[src/rtl/stream_join_pkg.sv]
// Shared helpers for the stream_join block: payload width of the joined beat.
package stream_join_pkg;

  // Joined payload carries {last, a_data, b_data}.
  function automatic int join_w(input int dw);
    return 2 * dw + 1;
  endfunction

endpackage

[src/rtl/stream_join_slice.sv]
// Generic valid/ready register slice. Define STREAM_JOIN_SKID_EN to add a
// second (skid) entry so in_ready comes from a flop instead of out_ready.
module stream_join_slice #(
  parameter int W = 8
) (
  input  logic         clk,
  input  logic         rst_n,
  input  logic         in_valid,
  output logic         in_ready,
  input  logic [W-1:0] in_data,
  output logic         out_valid,
  output logic [W-1:0] out_data,
  input  logic         out_ready
);

  logic         out_vld;
  logic [W-1:0] out_dat;
  logic         free;

  assign free      = !out_vld || out_ready;
  assign out_valid = out_vld;
  assign out_data  = out_dat;

`ifdef STREAM_JOIN_SKID_EN
  logic         skid_vld;
  logic [W-1:0] skid_dat;
  logic         in_fire;

  // Accept whenever the skid entry is empty; a beat arriving while the
  // output stalls parks in skid and is issued before any newer beat.
  assign in_ready = !skid_vld;
  assign in_fire  = in_valid && in_ready;

  always_ff @(posedge clk or negedge rst_n) begin
    if (!rst_n) begin
      out_vld  <= 1'b0;
      out_dat  <= '0;
      skid_vld <= 1'b0;
      skid_dat <= '0;
    end else if (free) begin
      if (skid_vld) begin
        out_vld  <= 1'b1;
        out_dat  <= skid_dat;
        skid_vld <= 1'b0;
      end else if (in_fire) begin
        out_vld <= 1'b1;
        out_dat <= in_data;
      end else begin
        out_vld <= 1'b0;
      end
    end else if (in_fire) begin
      skid_vld <= 1'b1;
      skid_dat <= in_data;
    end
  end
`else
  assign in_ready = free;

  always_ff @(posedge clk or negedge rst_n) begin
    if (!rst_n) begin
      out_vld <= 1'b0;
      out_dat <= '0;
    end else if (free) begin
      out_vld <= in_valid;
      if (in_valid) out_dat <= in_data;
    end
  end
`endif

endmodule

[src/rtl/stream_join.sv]
// Joins streams A and B into one registered stream C ({a_data, b_data}).
// STREAM_JOIN_SKID_EN selects a skid-buffered output stage.
module stream_join
  import stream_join_pkg::*;
#(
  parameter int DATA_WD = 8,
  parameter int HA_LAST = 1
) (
  input  logic                 clk,
  input  logic                 rst_n,
  input  logic                 a_valid,
  input  logic                 a_last,
  input  logic [DATA_WD-1:0]   a_data,
  output logic                 a_ready,
  input  logic                 b_valid,
  input  logic [DATA_WD-1:0]   b_data,
  output logic                 b_ready,
  output logic                 c_valid,
  output logic                 c_last,
  output logic [2*DATA_WD-1:0] c_data,
  input  logic                 c_ready
);

  localparam int PW = join_w(DATA_WD);

  logic          slot_ready;
  logic          last;
  logic [PW-1:0] in_pay;
  logic [PW-1:0] out_pay;

  // Each side is ready only when its peer is valid, so A and B fire together.
  assign a_ready = b_valid && slot_ready;
  assign b_ready = a_valid && slot_ready;

  assign last   = (HA_LAST != 0) ? a_last : 1'b1;
  assign in_pay = {last, a_data, b_data};

  stream_join_slice #(.W(PW)) u_slice (
    .clk       (clk),
    .rst_n     (rst_n),
    .in_valid  (a_valid && b_valid),
    .in_ready  (slot_ready),
    .in_data   (in_pay),
    .out_valid (c_valid),
    .out_data  (out_pay),
    .out_ready (c_ready)
  );

  assign c_last = out_pay[PW-1];
  assign c_data = out_pay[2*DATA_WD-1:0];

endmodule

[config.mk]
export PLATFORM = sky130hd
export DESIGN_NAME = stream_join
export DESIGN_NICKNAME = d
export VERILOG_FILES = /design/src/rtl/stream_join_pkg.sv /design/src/rtl/stream_join_slice.sv /design/src/rtl/stream_join.sv
export SDC_FILE = /design/constraint.sdc
export NUM_CORES = 1
export LEC_CHECK = 0
export CAP_MARGIN = 25
export CORE_MARGIN = 2
export CORE_UTILIZATION = 40
export CTS_CLUSTER_DIAMETER = 80
export DETAILED_ROUTE_END_ITERATION = 16
export MAX_ROUTING_LAYER = met4
export PLACE_DENSITY = 0.81
export SLEW_MARGIN = 20
export SYNTH_ARGS = -nofsm -noshare
export SYNTH_HDL_FRONTEND = slang
export SYNTH_SLANG_ARGS = --single-unit
[constraint.sdc]
create_clock -name clk -period 2.05 [get_ports clk]
set_input_delay 0.41 -clock clk [delete_from_list [all_inputs] [get_ports clk]]
set_output_delay 0.41 -clock clk [all_outputs]
set_load 0.02 [all_outputs]
==> results.py <==
metrics = {
    "status": {
        "outcome": "finished clean",
    },
    "yosys": {
        "yosysMostFrequentCell": "dfrtp_1",
        "synth_edf_count": 0,
        "ys_seq_area_share_pct": 59.2,
        "synthTopCellsByCount": "18 x dfrtp_1, 10 x mux2_4, 7 x mux2_2, 2 x and2_2, 2 x nand2_1",
        "synth.top_cell.area_share_pct": 59.2,
        "synth_cell_types": 9,
        "synthArstFlopShare_pct": 100,
        "yosys_warnings": 0,
        "syn_nets": 65,
        "syn_inst": 43,
        "synth_ff_type": "dfrtp_1",
        "synth_area_leaders": "dfrtp_1 59%, mux2_4 20%, mux2_2 10%",
        "syn_area_um2": 761,
        "synth_area_per_cell_um2": 17.7,
        "synth_top_area_cell": "dfrtp_1",
        "synth_seq_cells": 18,
    },
    "floorplan": {
        "ios": 42,
        "die_w_um": 47.6,
        "die_h_um": 47.6,
        "core_um2": 1760,
        "dieArea_um2": 2270,
        "core.rowCount": 15,
        "initial_utilization_pct": 43.1,
    },
    "clock_network": {
        "numCtsBuffers": 3,
        "clock_path_buffers": 2,
        "clock-root-buffer": "clkbuf_4",
        "htree_levels": 1,
        "clock_sinks": 18,
        "cts_tree": "yes",
        "cts_hold_buf": 0,
        "insertion_delay_ns": 0.29,
        "cts.clk_slew.worst_paths_ns": 0.10,
    },
    "placed_design": {
        "port_buffers": 41,
        "place.gp.congestion": 0.644,
        "dp.cells": 110,
        "place_hpwl_um": 1240,
        "place_area_um2": 1210,
    },
    "critical_path": {
        "worstReg2RegEnd": "u_slice.out_data[13]",
        "crit_path_max_fanout": 3,
        "required_ns": 1.64,
        "worstPathArrival_ns": 1.46,
        "worst_setup_path_start_kind": "input pin",
        "critPathKind": "in -> out",
        "startpoint": "c_ready",
        "reg2reg_from": "u_slice.out_valid",
        "r2r_slack_ns": 0.65,
        "reg2regPathDepth": 5,
        "endpoint_kind": "output pin",
    },
    "job": {
        "cap_violations": 0,
    },
    "detailed_routing": {
        "num_vias": 520,
        "wl_per_cell_um": 13.7,
        "ant_nets": 0,
        "finalWirelength_um": 1570,
        "drtPass1Iterations": 2,
        "drtIter0Drc": 1,
        "viasPerCell": 4.56,
        "drc": 0,
    },
    "finish": {
        "drive_above_1_share_pct": 31.5,
        "fin_cells": 114,
        "multi_input_area_um2": 279,
        "finalInstanceArea_um2": 1240,
        "area_delta_synth_final_pct": 63.0,
        "fill_cells": 147,
        "nets": 112,
        "n_antenna_cell": 0,
        "register_area_um2": 450,
    },
    "timing": {
        "max_freq_mhz": 536,
        "hold_viol_final": 0,
        "fin_crit_sh_pct": 91.0,
        "relSlewSlack_pct": 83.5,
        "min_period_ns": 1.87,
        "fin_skew_ns": 0.00384,
        "rsz0062_at_grt": "false",
        "worst_pin_slew_ns": 0.246,
        "drv_slew": 0,
        "finalSetupViolations": 0,
    },
    "global_route": {
        "grt_pass1_wl_um": 2490,
        "grt_overflow": 0,
        "grt_pass1_vias": 539,
        "grt_antenna_before_repair": 0,
        "track_usage_pct": 17.5,
        "grt_max_degree": 19,
    },
    "power": {
        "p_leak_nw": 0.545,
        "power.density_nw_per_um2": 838,
        "max-vdd-ir-drop_mv": 0.763,
    },
    "hold_path": {
        "hp-class": "in -> async",
    },
}
how the worst max path moves through the flow:
stage	end	slack, ns	cells past startpoint
floorplan	u_slice.out_data[0]	0.67	5
global placement	b_ready	-0.06	4
detailed placement	b_ready	-0.09	4
CTS	b_ready	0.18	4
global route	b_ready	0.16	4
finish	b_ready	0.18	4
stage by stage:
step	setup WS, ns	power, mW	util [%]	setup TNS (ns)	hold slack (ns)
after floorplan	0.673	0.642	-	0	0.114
after global placement	-0.0557	0.830	68.4	-0.111	0.490
after detailed placement	-0.0939	0.841	68.4	-0.176	0.493
after CTS	0.179	1.05	70.3	0	0.434
after global routing	0.156	1.09	70.3	0	0.465
final	0.184	1.04	70.3	0	0.437
worst max-delay path, cell delays in order:
cell             delay (ns)
clkdlybuf4s50_1        0.40
nand2b_4               0.14
and2_2                 0.19
dlygate4sd2_1          0.32
sequential cells by signal, indices dropped and copies added, names as in the netlist:
| name | count |
|---|---|
| u_slice.out_data | 17 |
| u_slice.out_valid | 1 |
power by group:
group / switching [mW] / internal (mW)
Clock: 0.103 / 0.108
Combinational: 0.153 / 0.224
Sequential: 0.0324 / 0.417
Total: 0.289 / 0.750
cell usage in the layout (no fill, tap or decap):
master / instances
clkdlybuf4s50_1: 39
dfrtp_1: 18
mux2_4: 10
mux2_2: 7
clkbuf_4: 3
and2_2: 2
nand2_1: 2
dlygate4sd2_1: 2
buf_4: 2
nand2b_4: 1
nor2b_4: 1
clkbuf_8: 1
buf_12: 1
per-layer routing:
metal	vias up	global-route usage (%)	wire [um]
met3	6	3.77	76
met4	0	11.4	51
met2	24	29.5	865
met1	251	18.2	573
met5	-	-	0
li1	239	-	-
final cells by class:
cell class | instances | share of cell area, %
Clock buffer | 4 | 2.93
Multi-Input combinational cell | 23 | 22.5
Sequential cell | 18 | 36.3
Tap cell | 25 | 2.52
Timing Repair Buffer | 44 | 35.7
cells by family (layout without fill, tap and decap cells):
logic type / Yosys count / in the layout / synth area share, %
buf+inv: 2 / 48 / 4.11
mux: 17 / 17 / 30.1
flops: 18 / 18 / 59.2
simple gates: 6 / 6 / 6.58
what timing repair did:
action,in CTS,in global routing
resized for setup,2,0
setup endpoints to repair,2,0
buffers inserted,0,0
Power figures use the tool's default switching activity.
